--- src/rtl/pal_pkg.sv ---
`default_nettype none
// ============================================================================
// Module      : pal_pkg
// Description : Shared constants for the palindrome generator/analyzer pair.
// Revision    : 1.0 - initial release
// ============================================================================
package pal_pkg;

    localparam logic [2:0] IDLE   = 3'd0;
    localparam logic [2:0] CHK    = 3'd1;
    localparam logic [2:0] DROP   = 3'd2;
    localparam logic [2:0] MIRROR = 3'd3;
    localparam logic [2:0] FINISH = 3'd4;
    localparam logic [2:0] DONE   = 3'd5;

    localparam logic [31:0] PAL_MAX_HALF = 32'd99999;
    localparam logic [31:0] PAL_MAX32    = 32'hFFFF_FFFF;

endpackage
`default_nettype wire

--- src/rtl/pal_divmod10.sv ---
`default_nettype none
// ============================================================================
// Module      : pal_divmod10
// Description : Combinational unsigned divide/modulo by ten.
// Revision    : 1.0 - initial release
// ============================================================================
module pal_divmod10
    import pal_pkg::*;
(
    input  logic [31:0] dividend_i,
    output logic [31:0] quotient_o,
    output logic [3:0]  remainder_o
);

    assign quotient_o  = dividend_i / 32'd10;
    assign remainder_o = 4'(dividend_i % 32'd10);

endmodule
`default_nettype wire

--- src/rtl/pal_number_generator.sv ---
`default_nettype none
// ============================================================================
// Module      : pal_number_generator
// Description : Builds a decimal palindrome from a half value, one digit/clock.
// Revision    : 1.0 - initial release
// ============================================================================
module pal_number_generator
    import pal_pkg::*;
#(
    parameter logic [31:0] MAX_HALF = PAL_MAX_HALF
) (
    input  logic        clock,
    input  logic        reset,
    input  logic        enable,
    input  logic        start,
    input  logic [31:0] in_half,
    input  logic        odd_mode,
    output logic [31:0] out_number,
    output logic        out_ready,
    output logic        overflow,
    output logic        busy
);

    logic [2:0]  state_q, state_d;
    logic [31:0] num_q, num_d;
    logic [35:0] acc_q, acc_d;
    logic        mode_q, mode_d;
    logic        range_q, range_d;
    logic [31:0] out_number_q, out_number_d;
    logic        out_ready_q, out_ready_d;
    logic        overflow_q, overflow_d;
    logic        busy_q, busy_d;

    logic [31:0] w_quot;
    logic [3:0]  w_rem;

    pal_divmod10 u_divmod10 (
        .dividend_i  (num_q),
        .quotient_o  (w_quot),
        .remainder_o (w_rem)
    );

    always_ff @(posedge clock or posedge reset) begin
        if (reset) begin
            state_q <= IDLE;
        end else begin
            state_q <= state_d;
        end
    end

    always_comb begin
        state_d = state_q;
        if (!enable) begin
            state_d = IDLE;
        end else begin
            case (state_q)
                IDLE, DONE: if (start) state_d = CHK;
                CHK: begin
                    if (num_q > MAX_HALF) state_d = FINISH;
                    else if (mode_q)      state_d = DROP;
                    else                  state_d = MIRROR;
                end
                DROP:   state_d = MIRROR;
                MIRROR: if (num_q == 32'd0) state_d = FINISH;
                FINISH: state_d = DONE;
                default: state_d = IDLE;
            endcase
        end
    end

    always_comb begin
        num_d        = num_q;
        acc_d        = acc_q;
        mode_d       = mode_q;
        range_d      = range_q;
        out_number_d = out_number_q;
        out_ready_d  = out_ready_q;
        overflow_d   = overflow_q;
        // busy is registered one state late so it falls together with out_ready rising
        busy_d       = enable && (state_q == CHK || state_q == DROP || state_q == MIRROR);
        if (!enable) begin
            out_number_d = 32'd0;
            out_ready_d  = 1'b0;
            overflow_d   = 1'b0;
        end else begin
            case (state_q)
                IDLE, DONE: begin
                    if (start) begin
                        num_d       = in_half;
                        acc_d       = {4'd0, in_half};
                        mode_d      = odd_mode;
                        range_d     = 1'b0;
                        out_ready_d = 1'b0;
                        overflow_d  = 1'b0;
                    end
                end
                CHK:  range_d = (num_q > MAX_HALF);
                DROP: num_d = w_quot;
                MIRROR: begin
                    if (num_q != 32'd0) begin
                        acc_d = acc_q * 36'd10 + {32'd0, w_rem};
                        num_d = w_quot;
                    end
                end
                FINISH: begin
                    out_ready_d = 1'b1;
                    if (range_q || (acc_q > {4'd0, PAL_MAX32})) begin
                        overflow_d   = 1'b1;
                        out_number_d = 32'd0;
                    end else begin
                        overflow_d   = 1'b0;
                        out_number_d = acc_q[31:0];
                    end
                end
                default: ;
            endcase
        end
    end

    always_ff @(posedge clock or posedge reset) begin
        if (reset) begin
            num_q        <= 32'd0;
            acc_q        <= 36'd0;
            mode_q       <= 1'b0;
            range_q      <= 1'b0;
            out_number_q <= 32'd0;
            out_ready_q  <= 1'b0;
            overflow_q   <= 1'b0;
            busy_q       <= 1'b0;
        end else begin
            num_q        <= num_d;
            acc_q        <= acc_d;
            mode_q       <= mode_d;
            range_q      <= range_d;
            out_number_q <= out_number_d;
            out_ready_q  <= out_ready_d;
            overflow_q   <= overflow_d;
            busy_q       <= busy_d;
        end
    end

    assign out_number = out_number_q;
    assign out_ready  = out_ready_q;
    assign overflow   = overflow_q;
    assign busy       = busy_q;

endmodule
`default_nettype wire

--- config.mk ---
export PLATFORM = sky130hd
export DESIGN_NAME = pal_number_generator
export DESIGN_NICKNAME = d
export VERILOG_FILES = /design/src/rtl/pal_pkg.sv /design/src/rtl/pal_divmod10.sv /design/src/rtl/pal_number_generator.sv
export SDC_FILE = /design/constraint.sdc
export NUM_CORES = 1
export LEC_CHECK = 0
export BUFFER_PORTS_ARGS = -buffer_cell sky130_fd_sc_hd__buf_2
export CAP_MARGIN = 20
export CORE_AREA = 2 2 134 267
export DETAILED_ROUTE_END_ITERATION = 7
export DIE_AREA = 0 0 136 269
export GPL_ROUTABILITY_DRIVEN = 0
export PLACE_DENSITY_LB_ADDON = 0.3
export SLEW_MARGIN = 20
export SYNTH_ARGS = -nofsm -noshare
export SYNTH_HDL_FRONTEND = slang
export SYNTH_SLANG_ARGS = --single-unit
--- constraint.sdc ---
create_clock -name clock -period 13.9 [get_ports clock]
set_input_delay 2.78 -clock clock [delete_from_list [all_inputs] [get_ports clock]]
set_output_delay 2.78 -clock clock [all_outputs]
set_load 0.01 [all_outputs]
# Word-level counts from Yosys, hierarchy flattened
# Cells that the tools add are included.
[totals]
wordCells = 65
latchBits = 0
rom_bits = 0
ramBits = 0
n_memories = 0
inputBits = 37
output_inout_bits = 35
reg_bits = 108
[classes]
n_bitwise = 0
addsub = 1
n_reduce_logical = 17
n_lt_le_gt_ge = 2
n_mul = 1
eq_ne = 11
n_shift = 0
n_div = 2
mux = 22
[ops]
columns = ["cell", "count"]
rows = [
  ["32-bit 2-to-1 mux", 5],
  ["32-bit one-hot mux with 3 select lines", 1],
  ["36-bit 2-to-1 mux", 2],
  ["36-bit one-hot mux with 2 select lines", 1],
  ["36-bit by 4-bit adder with 36-bit output", 1],
  ["36-bit by 32-bit greater-than comparator with 1-bit output (second input constant)", 1],
  ["36-bit by 3-bit multiplier with 35-bit output (second input constant)", 1],
  ["32-bit by 4-bit divider with 32-bit output (second input constant)", 1],
  ["32-bit by 17-bit greater-than comparator with 1-bit output (second input constant)", 1],
  ["32-bit zero test", 1],
  ["32-bit by 4-bit remainder unit with 32-bit output (second input constant)", 1],
  ["32-bit nonzero test", 1],
  ["3-bit one-hot mux with 5 select lines", 1],
  ["3-bit 2-to-1 mux", 4],
  ["4-bit AND reduction", 2],
  ["3-bit by 2-bit equality test with 1-bit output (second input constant)", 2],
  ["3-bit equality test (second input constant)", 2],
  ["3-bit != test (second input constant)", 2],
  ["1-bit one-hot mux with 2 select lines", 3],
  ["3-bit AND reduction", 2],
  ["1-bit 2-to-1 mux", 5],
  ["2-bit by 1-bit != test with 1-bit output (second input constant)", 2],
  ["2-bit AND reduction", 2],
  ["2-bit nonzero test", 2],
  ["other kinds (8)", 10],
]

# Depth between registers and ports, before layout
[depth]
word_depth = 5
depth_mapped = 66
mapped_depth_nobuf = 59

# Hierarchy
# Synthesis repeated with hierarchy kept, for this count alone.
[unflattened]
hier_cells = 1689
area_unflattened_um2 = 13113.8
[by_module_without_submodules]
columns = ["module", "seq_area_each_um2", "cells_each", "area_each_um2", "n_inst"]
rows = [
  ["pal_number_generator", 2702.6, 880, 7733.7, 1],
  ["pal_divmod10", 0.0, 809, 5380.2, 1],
]

# Worst setup path after synthesis
# No wires, ideal clock.
[synth_timing]
kind = "reg-to-reg"
startpoint = "register num_q[29]"
endpoint = "register acc_q[34]"
arrival_time_ps = 12783
synth_period_minus_slack_ps = 12904
n_path_buf = 4
t_required_ps = 13779
stages_incl_launch_ff = 63
setup_time_ps = 121
setup_slack_ps = 996
cell_sequence = "dfrtp_1 -> buf_4 -> and2b_1 -> nor3_1 -> o31ai_4 -> and2_1 -> buf_4 -> a311o_1 -> a311oi_4 -> o21ai_1 -> or3_1 -> a31o_2 -> o21ai_4 -> mux2i_4 -> nor3_1 -> o41ai_4 -> nand4_4 -> nor3_1 -> [27 not listed] -> ha_1 -> a21o_1 -> a21oi_1 -> nor3b_1 -> and4_1 -> and3_1 -> and3_1 -> and3_1 -> and3_1 -> nand2_1 -> nor3_1 -> and3_1 -> and3_1 -> and3_1 -> and3_1 -> nand3_1 -> xnor2_1 -> a22o_1"
[synth_between]
elab_chain_len = 4
elab_cells_between_ends = 7
classes_between = "add/sub: 1; div: 1; eq/ne: 1; mux: 2; reduce/logical: 2"
[synth_rtl]
columns = ["item", "line", "text"]
rows = [
  ["from (decl)", "pal_number_generator.sv:25", "logic [31:0] num_q, num_d;"],
  ["from (signal assigned)", "pal_number_generator.sv:131", "num_q <= num_d;"],
  ["32-bit by 4-bit remainder unit with 32-bit output", "pal_divmod10.sv:16", "assign remainder_o = 4'(dividend_i % 32'd10);"],
  ["36-bit by 4-bit adder with 36-bit output", "pal_number_generator.sv:101", "acc_d = acc_q * 36'd10 + {32'd0, w_rem};"],
  ["36-bit 2-to-1 mux", "pal_number_generator.sv:100", "if (num_q != 32'd0) begin"],
  ["36-bit one-hot mux with 2 select lines", "pal_number_generator.sv:86", "case (state_q)"],
  ["to (signal assigned)", "pal_number_generator.sv:123", "acc_q <= 36'd0;"],
  ["to (signal assigned)", "pal_number_generator.sv:132", "acc_q <= acc_d;"],
  ["to (decl)", "pal_number_generator.sv:26", "logic [35:0] acc_q, acc_d;"],
]
# Parallel ways exist; a longest one is shown, timed or not. The select of a mux whose other input is x is not followed.
# A chain may end at the register's enable or synchronous reset.

# Worst setup path in the final report
[layout_timing]
startpoint = "register num_q[31]"
endpoint = "register acc_q[34]"
# The elaborated chain is that of the path after synthesis.

==> impl_metrics.ini <==
[floorplanning]
die_area_um2 = 36600
core.rowCount = 97
pin_count = 72
start_util = 0.345
core_area_um2 = 34700
dieWidth_um = 136
die_y_um = 269

[placement]
port_buffers = 71
dp_worst_setup_slack_ns = -0.0250
hpwl_um = 26800

[sta]
max_freq_mhz = 74.0
holdWs_ns = 0.470
fin_setup_tns_ns = 0
hold_violations = 0
drv_slew = 0
skew_ns = 0.0129
period_minus_slack_ns = 13.51
period_share = 0.972
worst_pin_slew_ns = 0.957
layout_setup_ws_ns = 0.390
finalSetupViolCount = 0
relSlewSlack = 0.362

[clock_tree]
cts-buffers-inserted = 9
cts.sinks = 108
cts_hold_buf = 0
cts-root-buf = clkbuf_16
clkSlewWorstSetupHoldPaths_ns = 0.08
clk-insertion-delay-late_ns = 0.37
htree_levels = 3
clk_path_buf_depth = 2
cts_tree = built

[routing]
vias = 12600
via_per_inst = 5.96
ant_nets = 0
drt-total-wl_um = 38600
initialDrtViolationCount = 1188
first_pass_iters = 5
wl_per_cell_um = 18.3
drc = 0

[synthesis]
avgSynthCellArea_um2 = 7.83
netlist_area_um2 = 12000
synth-seq-cells = 108
synth_flop_cell = dfrtp_1
synth_nets = 1635
synth_cell_types = 121
syn_inst = 1529
synth_edf_count = 0
yosysWarnings = 0
synthArstFlopShare = 1.00
ys_seq_area_frac = 0.226

[global_route]
grt_use_total = 0.198
use_met3 = 0.0288
top_usage_layer = met2
antenna_found_initial = 2
grt_max_degree = 70
grt.met2_usage = 0.325
met1_usage = 0.276
grt-ovfl-total = 0
grt_pass1_vias = 11200
grt_pass1_wl_um = 59200

[layout]
layout_common_cells = nand2_1, buf_4, a21oi_1
area_delta_synth_final_pct = 24.8
fin_nets = 1767
layout-drive-gt1-share = 0.280
layout_commonest_cell = nand2_1
final_util = 0.430
fillers = 3509

[worst_hold_path]
holdCritPathClass = reg -> reg

[worst_setup_path]
setup.worst_path.end_class = register
critPathLaunchType = register
cp_top_family = compound AO/OA/AOI/OAI gates
crit_slowest_cell = or4_4
crit_top_cell = and3_4
slowest_delay_ns = 0.52
path_buf_inv = 5
worstPathArrival_ns = 13.76
critPathKind = reg -> reg
crit_path_max_fanout = 6
worstPathRequired_ns = 14.15

[status]
status = finished, final reports clean

[run]
cap_violations = 0
layout make-up:
cell class                 instances  area, µm²  share of cell area
clock buffer                      10        239              0.0160
antenna                            1       2.50            0.000167
clock inverter                     6       45.0             0.00301
sequential                       108       2710               0.181
tap                              445        557              0.0373
inverter                          64        243              0.0162
multi-input combinational       1259       9600               0.642
timing repair buffer             219       1550               0.104
worst register-to-register path, delay by kind of cell (launching register included):
kind	cells	cell delay, ns
muxes	5	1.42
buffers and inverters	5	0.76
DFF	1	0.44
and+or+nand+nor	23	4.35
adders and majority gates	2	0.57
AOI/OAI and AO/OA	26	5.57
xor gates and xnor gates	2	0.31
flip-flops by register name, summed over array words and instances, names as in the netlist:
| name | cells |
|---|---|
| acc_q | 36 |
| busy | 1 |
| mode_q | 1 |
| num_q | 32 |
| out_number | 32 |
| out_ready | 1 |
| overflow | 1 |
| range_q | 1 |
| state_q | 3 |
repair_timing:
action                     4_1_cts  5_1_grt
gates resized for setup          3      207
pin swaps                        0       88
gates cloned                     0        4
setup endpoints to repair        2       19
setup buffers                    0       58
logic make-up after synthesis:
family                     count (synthesis)  share of synthesized area
DFF                                      108                      0.226
and+or+nand+nor                          516                      0.217
xor gates and xnor gates                  72                     0.0545
muxes                                     33                     0.0323
buffers and inverters                    165                     0.0568
adders and majority gates                 74                     0.0775
AOI/OAI and AO/OA                        561                      0.337
through the flow:
step           instances  instance area [µm²]
5_1_grt             2111                14900
3_3_place_gp        2032                13200
3_5_place_dp        2032                13200
6_report            2112                14900
4_1_cts             2048                13500
2_1_floorplan       1529                12000
worst paths after layout:
kind                                            start                         end  slack, ns  depth (start not counted)
worst min register to register     mode_q$_DFFE_PP0P_          mode_q$_DFFE_PP0P_       0.47                          2
max in group asynchronous                       reset       num_q[29]$_DFFE_PP0P_      10.07                          3
worst max-delay path            num_q[31]$_DFFE_PP0P_       acc_q[34]$_DFFE_PP0P_       0.39                         63
worst min-delay path               mode_q$_DFFE_PP0P_          mode_q$_DFFE_PP0P_       0.47                          2
min in group asynchronous                       reset  out_number[31]$_DFFE_PP0P_       2.45                          2
worst max register to register  num_q[31]$_DFFE_PP0P_       acc_q[34]$_DFFE_PP0P_       0.39                         63
Yosys cell counts (all sizes together), types with 24 or more instances:
| library cell | count | share of area |
|---|---|---|
| clkbuf | 76 | 0.024 |
| a21oi | 134 | 0.057 |
| nor2 | 127 | 0.041 |
| and3 | 33 | 0.017 |
| o21ai | 135 | 0.058 |
| nand2 | 151 | 0.048 |
| ha | 67 | 0.070 |
| dfrtp | 108 | 0.23 |
| xor2 | 26 | 0.019 |
| nand3 | 36 | 0.015 |
| buf | 25 | 0.013 |
| a22o | 39 | 0.029 |
| nor3 | 43 | 0.018 |
| mux2i | 24 | 0.024 |
| inv | 60 | 0.019 |
| xnor2 | 46 | 0.036 |
metal layers:
metal / vias up / part of all wire
met4: 2 / 0.017
met3: 52 / 0.067
met5: - / 0.00039
li1: 6024 / -
met1: 6015 / 0.43
met2: 499 / 0.48
Power is not shown: default switching activity piles up to over one toggle a cycle in this logic, so the estimate is an artifact.
